### src/rtl/arb_pkg.sv
// Shared types and helpers for the memory-port round-robin arbiter.
// The optional grant timeout is enabled with the ARB_TIMEOUT_EN macro,
// which is consumed by mem_port_arbiter.
package arb_pkg;

  typedef enum logic {
    IDLE  = 1'b0,
    GRANT = 1'b1
  } arb_state_e;

  // Widest requester count the shared-port muxes support (mux8).
  localparam int ARB_MAX_REQ = 8;
  localparam int ARB_IDX_W   = $clog2(ARB_MAX_REQ);

  // One-hot encode idx into an ARB_MAX_REQ-wide vector; bits at or above n stay 0.
  function automatic logic [ARB_MAX_REQ-1:0] onehot(input logic [ARB_IDX_W-1:0] idx,
                                                    input int n);
    logic [ARB_MAX_REQ-1:0] v;
    v = '0;
    for (int i = 0; i < ARB_MAX_REQ; i++) begin
      if ((i < n) && (idx == ARB_IDX_W'(i))) v[i] = 1'b1;
    end
    return v;
  endfunction

endpackage

### src/rtl/rr_pick.sv
// Combinational round-robin pick: rotate req so the slot after last_ptr sits
// at bit 0, priority-encode the lowest set bit, then rotate the index back.
module rr_pick
  import arb_pkg::*;
#(
  parameter int NREQ = 4,
  localparam int SELW = $clog2(NREQ)
) (
  input  logic [NREQ-1:0] req,
  input  logic [SELW-1:0] last_ptr,
  output logic [SELW-1:0] winner,
  output logic            any_req
);

  logic [SELW-1:0] start;
  logic [NREQ-1:0] rot;
  logic [SELW-1:0] off;

  // NREQ is a power of two, so SELW-bit arithmetic wraps modulo NREQ for free.
  assign start   = last_ptr + SELW'(1);
  assign any_req = |req;

  // Rotate, find the lowest set bit, rotate back.
  // NOTE: every variable assigned here gets a default first so no path leaves it
  // unassigned, which would otherwise infer a latch.
  always_comb begin
    rot = '0;
    off = '0;
    for (int i = 0; i < NREQ; i++) begin
      rot[i] = req[start + SELW'(i)];
    end
    for (int i = NREQ - 1; i >= 0; i--) begin
      if (rot[i]) off = SELW'(i);
    end
    winner = start + off;
  end

endmodule

### src/rtl/mem_port_arbiter.sv
// Round-robin arbiter sharing one memory port among NREQ requesters.
// A grant is held for a whole access until mem_done, then one IDLE cycle
// follows before the next grant. Defining ARB_TIMEOUT_EN adds a counter that
// forcibly releases a grant after TIMEOUT cycles and pulses err_timeout.
module mem_port_arbiter
  import arb_pkg::*;
#(
  parameter int NREQ    = 4,
  parameter int TIMEOUT = 255,
  localparam int SELW   = $clog2(NREQ)
) (
  input  logic            clk,
  input  logic            rst_n,
  input  logic [NREQ-1:0] req,
  output logic [NREQ-1:0] gnt,
  output logic [SELW-1:0] sel,
  output logic            mem_valid,
  input  logic            mem_done,
  output logic            busy,
  output logic            err_timeout
);

  arb_state_e      state_q, state_d;
  logic [NREQ-1:0] gnt_q, gnt_d;
  logic [SELW-1:0] sel_q, sel_d;
  logic            valid_q, valid_d;
  logic [SELW-1:0] last_ptr_q, last_ptr_d;
  logic [SELW-1:0] winner;
  logic            any_req;

`ifdef ARB_TIMEOUT_EN
  localparam int CNTW = 16;
  logic [CNTW-1:0] cnt_q, cnt_d;
  logic            err_q, err_d;
`endif

  rr_pick #(.NREQ(NREQ)) u_pick (
    .req      (req),
    .last_ptr (last_ptr_q),
    .winner   (winner),
    .any_req  (any_req)
  );

  // Next-state and next-output logic; all outputs are registered from these.
  always_comb begin
    state_d    = state_q;
    gnt_d      = gnt_q;
    sel_d      = sel_q;
    valid_d    = valid_q;
    last_ptr_d = last_ptr_q;
`ifdef ARB_TIMEOUT_EN
    cnt_d      = cnt_q;
    err_d      = 1'b0;
`endif
    unique case (state_q)
      IDLE: begin
        if (any_req) begin
          state_d = GRANT;
          gnt_d   = NREQ'(onehot(ARB_IDX_W'(winner), NREQ));
          sel_d   = winner;
          valid_d = 1'b1;
`ifdef ARB_TIMEOUT_EN
          cnt_d   = '0;
`endif
        end else begin
          gnt_d   = '0;
          valid_d = 1'b0;
        end
      end
      GRANT: begin
        // Request changes are ignored here; only completion ends the access.
        if (mem_done) begin
          state_d    = IDLE;
          gnt_d      = '0;
          valid_d    = 1'b0;
          last_ptr_d = sel_q;
`ifdef ARB_TIMEOUT_EN
        end else if (cnt_q == CNTW'(TIMEOUT - 1)) begin
          state_d    = IDLE;
          gnt_d      = '0;
          valid_d    = 1'b0;
          last_ptr_d = sel_q;
          err_d      = 1'b1;
        end else begin
          cnt_d = cnt_q + CNTW'(1);
`endif
        end
      end
      default: state_d = IDLE;
    endcase
  end

  // State and output registers with synchronous active-low reset.
  // NOTE: sequential state uses non-blocking assignments so every flop samples
  // the pre-edge values, independent of statement order.
  always_ff @(posedge clk) begin
    if (!rst_n) begin
      state_q    <= IDLE;
      gnt_q      <= '0;
      sel_q      <= '0;
      valid_q    <= 1'b0;
      last_ptr_q <= SELW'(NREQ - 1);
`ifdef ARB_TIMEOUT_EN
      cnt_q      <= '0;
      err_q      <= 1'b0;
`endif
    end else begin
      state_q    <= state_d;
      gnt_q      <= gnt_d;
      sel_q      <= sel_d;
      valid_q    <= valid_d;
      last_ptr_q <= last_ptr_d;
`ifdef ARB_TIMEOUT_EN
      cnt_q      <= cnt_d;
      err_q      <= err_d;
`endif
    end
  end

  assign gnt       = gnt_q;
  assign sel       = sel_q;
  assign mem_valid = valid_q;
  assign busy      = valid_q;
`ifdef ARB_TIMEOUT_EN
  assign err_timeout = err_q;
`else
  assign err_timeout = 1'b0;
`endif

endmodule

### config.mk
export PLATFORM = sky130hd
export DESIGN_NAME = mem_port_arbiter
export DESIGN_NICKNAME = d
export VERILOG_FILES = /design/src/rtl/arb_pkg.sv /design/src/rtl/rr_pick.sv /design/src/rtl/mem_port_arbiter.sv
export SDC_FILE = /design/constraint.sdc
export NUM_CORES = 1
export LEC_CHECK = 0
export BUFFER_PORTS_ARGS = -buffer_cell sky130_fd_sc_hd__buf_2
export CORE_ASPECT_RATIO = 1.75
export CORE_MARGIN = 1.5
export CORE_UTILIZATION = 25
export CTS_CLUSTER_DIAMETER = 60
export DETAILED_ROUTE_END_ITERATION = 16
export GPL_TIMING_DRIVEN = 0
export PLACE_DENSITY = 0.49
export SETUP_SLACK_MARGIN = 0.02
export SYNTH_ARGS = -nofsm -noshare
export SYNTH_HDL_FRONTEND = slang
export SYNTH_SLANG_ARGS = --single-unit
### constraint.sdc
create_clock -name clk -period 2.6 [get_ports clk]
set_input_delay 0.26 -clock clk [delete_from_list [all_inputs] [get_ports clk]]
set_output_delay 0.26 -clock clk [all_outputs]
set_load 0.05 [all_outputs]
# ---- Word level (Yosys, flattened, before mapping)
# Cells that the tools add are included.
dict set report op_classes {
  add_sub_neg 5
  n_lt_le_gt_ge 4
  n_eq_ne 4
  n_mux 24
  n_bitwise 1
  reduce_logical 4
}
# operator n
set op_table {}
lappend op_table {{2-bit by 3-bit < comparator with 1-bit output (second input constant)} 4}
lappend op_table {{1-bit 2-to-1 mux} 11}
lappend op_table {{1-bit binary-select mux with 2-bit select} 4}
lappend op_table {{2-bit 2-to-1 mux} 4}
lappend op_table {{4-bit 2-to-1 mux} 2}
lappend op_table {{4-bit case mux with 2 select lines} 1}
lappend op_table {{2-bit by 1-bit adder with 2-bit output (second input constant)} 2}
lappend op_table {{2-bit adder (second input constant)} 2}
lappend op_table {{2-bit == test (second input constant)} 2}
lappend op_table {{1-bit case mux with 2 select lines} 2}
lappend op_table {{2-bit AND reduction} 2}
lappend op_table {{4-bit OR reduction} 1}
lappend op_table {{2-bit adder} 1}
lappend op_table {{2-bit by 1-bit == test with 1-bit output (second input constant)} 1}
lappend op_table {{2-bit zero test} 1}
lappend op_table {{2-bit inequality test (second input constant)} 1}
lappend op_table {{1-bit inverter} 1}
dict set report word_totals {
  register_bits 10
  out_inout_bits 9
}

# ---- Logic depth before layout (Yosys ltp)
dict set report logic_depth {
  word_depth 13
  mapped_depth 10
  mapped_depth_nobuf 9
}

# ---- Modules after synthesis
# A second synthesis with hierarchy kept.
dict set report hier_totals {
  cells_unflattened 67
  area_unflattened_um2 603.1
}
# module instances cells_per_inst area_per_inst_um2
set modules_own_cells {}
lappend modules_own_cells {mem_port_arbiter 1 41 402.9}
lappend modules_own_cells {rr_pick 1 26 200.2}

# ---- Worst setup path before layout
# No wires, ideal clock.
dict set report synth_timing {
  path_kind {flip-flop to flip-flop}
  startpoint {reg last_ptr_q[0]}
  endpoint {reg gnt_q[2], in the netlist gnt[2]}
  setup_time_ps 117
  arrival_ps 1822
  required_ps 2483
  path_slack_ps 661
  path_stages_with_launch 10
  period_less_slack_ps 1939
  cell_sequence {dfxtp_1 > buf_6 > or2_4 > o211a_1 > o21ai_0 > ha_1 > xnor2_1 > xnor2_2 > xor2_1 > a22o_1}
}
dict set report synth_between {
  elab_chain_len 13
  word_cells_on_any_way 21
  cone_classes {5 x add/sub; 1 x eq/ne; 15 x mux}
}
# item line
set synth_rtl {}
lappend synth_rtl {{from (decl)} mem_port_arbiter.sv:27} ;# logic [SELW-1:0] last_ptr_q, last_ptr_d;
lappend synth_rtl {{from (signal assigned)} mem_port_arbiter.sv:102} ;# last_ptr_q <= SELW'(NREQ - 1);
lappend synth_rtl {{from (signal assigned)} mem_port_arbiter.sv:112} ;# last_ptr_q <= last_ptr_d;
lappend synth_rtl {{2-bit by 1-bit adder with 2-bit output *} rr_pick.sv:20} ;# assign start = last_ptr + SELW'(1);
lappend synth_rtl {{2-bit adder} rr_pick.sv:30} ;# rot[i] = req[start + SELW'(i)];
lappend synth_rtl {{1-bit binary-select mux with 2-bit select} rr_pick.sv:30}
lappend synth_rtl {{1-bit 2-to-1 mux (not written as such)} rr_pick.sv:30}
lappend synth_rtl {{2-bit 2-to-1 mux (4 in a row)} rr_pick.sv:33} ;# if (rot[i]) off = SELW'(i);
lappend synth_rtl {{2-bit adder *} rr_pick.sv:35} ;# winner = start + off;
lappend synth_rtl {{2-bit == test *} arb_pkg.sv:21} ;# if ((i < n) && (idx == ARB_IDX_W'(i))) v[i] = 1'b1;
lappend synth_rtl {{1-bit 2-to-1 mux *} arb_pkg.sv:21}
lappend synth_rtl {{4-bit 2-to-1 mux *} mem_port_arbiter.sv:57} ;# if (any_req) begin
lappend synth_rtl {{4-bit case mux with 2 select lines *} mem_port_arbiter.sv:55} ;# unique case (state_q)
lappend synth_rtl {{to (signal assigned)} mem_port_arbiter.sv:109} ;# gnt_q <= gnt_d;
lappend synth_rtl {{to (decl)} mem_port_arbiter.sv:24} ;# logic [NREQ-1:0] gnt_q, gnt_d;
# Every way passes the cells marked *; elsewhere a longest branch is shown, timed or not. The select of a mux whose other input is x is not followed.
# A chain may end at the register's enable or synchronous reset.

# ---- Worst setup path in the final report
# Ends and elaborated chain as after synthesis.

==> flow_summary.ini <==
[routing]
wire_per_inst_um = 11.29
ant_nets = 0
vias = 544
dr.pass1.iters = 2
route.detailed.drc = 0
wirelength_um = 1265
drtIter0Drc = 7
via_per_inst = 4.857

[timing]
max_freq_ghz = 0.4755
rsz0062_at_grt = no
slew_viol_final = 0
fin_crit_sh = 0.8088
setup_viol = 0
fin_worst_skew_ns = 0.005978
fin_setup_tns_ns = 0
layout_setup_ws_ns = 0.4970
hold_violations = 0
period_needed_ns = 2.103

[min_path]
whs_endpoint = last_ptr_q[1]
min_from = mem_done
min_delay_path_depth = 3
hp-class = in -> reg

[pwr]
cellInternalPower_uw = 328.6
p_leak_uw = 0.0003277
power.density_nw_per_um2 = 681.2
combPwrFrac = 0.331
p_sw_uw = 180.2
pwr-share-clk = 0.307
irDropWorstVdd_uv = 319.4
p_sw_frac = 0.3542
sequentialPowerShare = 0.362

[critical_path]
crit_arrival_ns = 2.22
rr_startpoint = last_ptr_q[0]
rrSetupSlack_ns = 0.50
critPathMaxFanout = 9
cp-start-kind = flip-flop
path_class = reg -> reg
endpoint_kind = flip-flop
timing.rr.end = gnt[2]
r2r_cells = 9
required_ns = 2.72

[clocking]
cts_max_level = 1
clk_pin_slew_ns = 0.05
clockRootBuffer = clkbuf_8
clk_path_buf_depth = 2
clock_latency_ns = 0.24
cts_hold_buf = 0
cts_buffers = 3
cts-resized-gates = 0
cts_sinks = 10
cts_tree = done
cts_setup_buffers = 0

[placement]
io_buffers = 12
place_ws_ns = 0.5075
hpwl_um = 995.1
dpl_cell_area_um2 = 705.7
gp_congestion = 0.6075

[synth]
synthesis.area_um2 = 614.3
yosys_register_bits = 10
synth.top_cell.area_share = 0.3259
async_flop_share = 0
syn_avg_cell_area_um2 = 8.532
synthFlopType = dfxtp_1
synth_most_common_cell = dfxtp_1
synth_edf_count = 0
ys_warn_count = 0
syn-num-nets = 80
yosysSeqAreaShare = 0.3259
synth_top_area_cell = dfxtp_1
syn_inst = 72
synthTopCellsByArea = dfxtp_1 (33%), nand3_1 (5.7%), nand2_1 (4.3%), nor2_1 (4.3%), nor2b_1 (3.1%)
yosysUniqueCellTypes = 35
synth_common_cells = dfxtp_1 (10), nand2_1 (7), nand3_1 (7), nor2_1 (7)

[global_route]
grt_max_degree = 11
grt_pass1_vias = 530
grt_pass1_wl_um = 2118
antenna_found_initial = 0
grt_usage = 0.1167
overflow = 0

[layout]
nets = 97
area_growth_pct = 21.59
nFillCells = 262
layout-drive-gt1-share = 0.2989
final_cell_area_um2 = 747.0
antenna_cells = 0

[floorplanning]
coreArea_um2 = 2302
rows = 23
io_pins = 16
dieArea_um2 = 2775
start_util = 0.2668
die_width_um = 40.47
chipHeight_um = 68.58

[outcome]
status = finished, final reports clean

[flow_run]
cap_viol_max_count = 0
==> power by group through the flow <==
stage	logic (uW)	clock network, uW	registers, uW
after floorplan	88.5	0	232
after global placement	169	0	187
after detailed placement	169	0	187
after CTS	170	161	184
after global routing	182	170	187
final	169	156	184
==> worst max path at each step <==
stage                  start      to  slack [ns]  cells after the start
2_1_floorplan  last_ptr_q[0]  gnt[2]        0.66                      9
3_3_place_gp   last_ptr_q[0]  gnt[2]        0.48                      9
3_5_place_dp   last_ptr_q[0]  gnt[2]        0.51                      9
4_1_cts        last_ptr_q[0]  gnt[2]        0.48                      9
5_1_grt        last_ptr_q[0]  gnt[1]        0.32                      9
6_report       last_ptr_q[0]  gnt[2]        0.50                      9
==> layer usage <==
layer / routed length [um] / GRT usage / vias up / share of wire
li1: - / - / 278 / -
met1: 519 / 0.1165 / 249 / 0.41
met2: 643 / 0.1885 / 13 / 0.51
met3: 54 / 0.009615 / 4 / 0.043
met4: 47 / 0.1250 / 0 / 0.037
met5: 0 / 0 / - / 0
==> cell usage in the layout, fill, tap and decap left out, types with 2 or more instances in the layout <==
master,count
inv_1,2
buf_4,2
a21oi_1,2
a22o_1,2
nand2_1,7
nor3_1,2
nor2_1,7
dfxtp_1,10
clkbuf_8,3
nand3_1,7
xnor2_1,2
o21ai_0,3
buf_2,12
nor2b_1,3
==> worst max-delay path, stage by stage (launching register included) <==
cell and delay [ns]:
dfxtp_1 0.30, buf_6 0.13, or2_4 0.25, o211a_1 0.20
o21ai_0 0.19, ha_1 0.19, xnor2_1 0.09, xnor2_2 0.25
xor2_1 0.14, a22o_1 0.25
==> layout make-up <==
cell class,instances,area (um^2),share of cell area
tap,25,31.28,0.04188
sequential,10,200.2,0.2680
timing repair buffer,12,60.06,0.08040
clock buffer,3,41.29,0.05528
multi-input combinational,54,367.9,0.4925
inverter,3,11.26,0.01508
buffer,5,35.03,0.04690
==> cells by family (layout without fill, tap and decap cells) <==
kind of cell,count (synthesis),count (layout),share of synthesized area
xor gates and xnor gates,4,4,0.06926
and+or+nand+nor,32,32,0.2668
DFF,10,10,0.3259
other,1,1,0.006104
buffers and inverters,8,23,0.07533
AOI/OAI and AO/OA,15,15,0.2200
muxes,1,1,0.01629
adders and majority gates,1,1,0.02036
==> flip-flops by register name (all words and copies together) (netlist names) <==
| signal | count |
|---|---|
| busy | 1 |
| gnt | 4 |
| last_ptr_q | 2 |
| sel | 2 |
| state_q | 1 |
==> stage by stage <==
stage                     hold slack [ns]    util  power (uW)  cells
final                              0.3121  0.3245       508.8    112
after CTS                          0.3122  0.3245       515.8    112
after detailed placement           0.4454  0.3065       356.4    109
after floorplan                    0.4192       -       320.0     72
after global routing               0.3406  0.3245       538.2    112
after global placement             0.4418  0.3065       355.4    109
No activity file was read; power rests on OpenSTA's default activity.
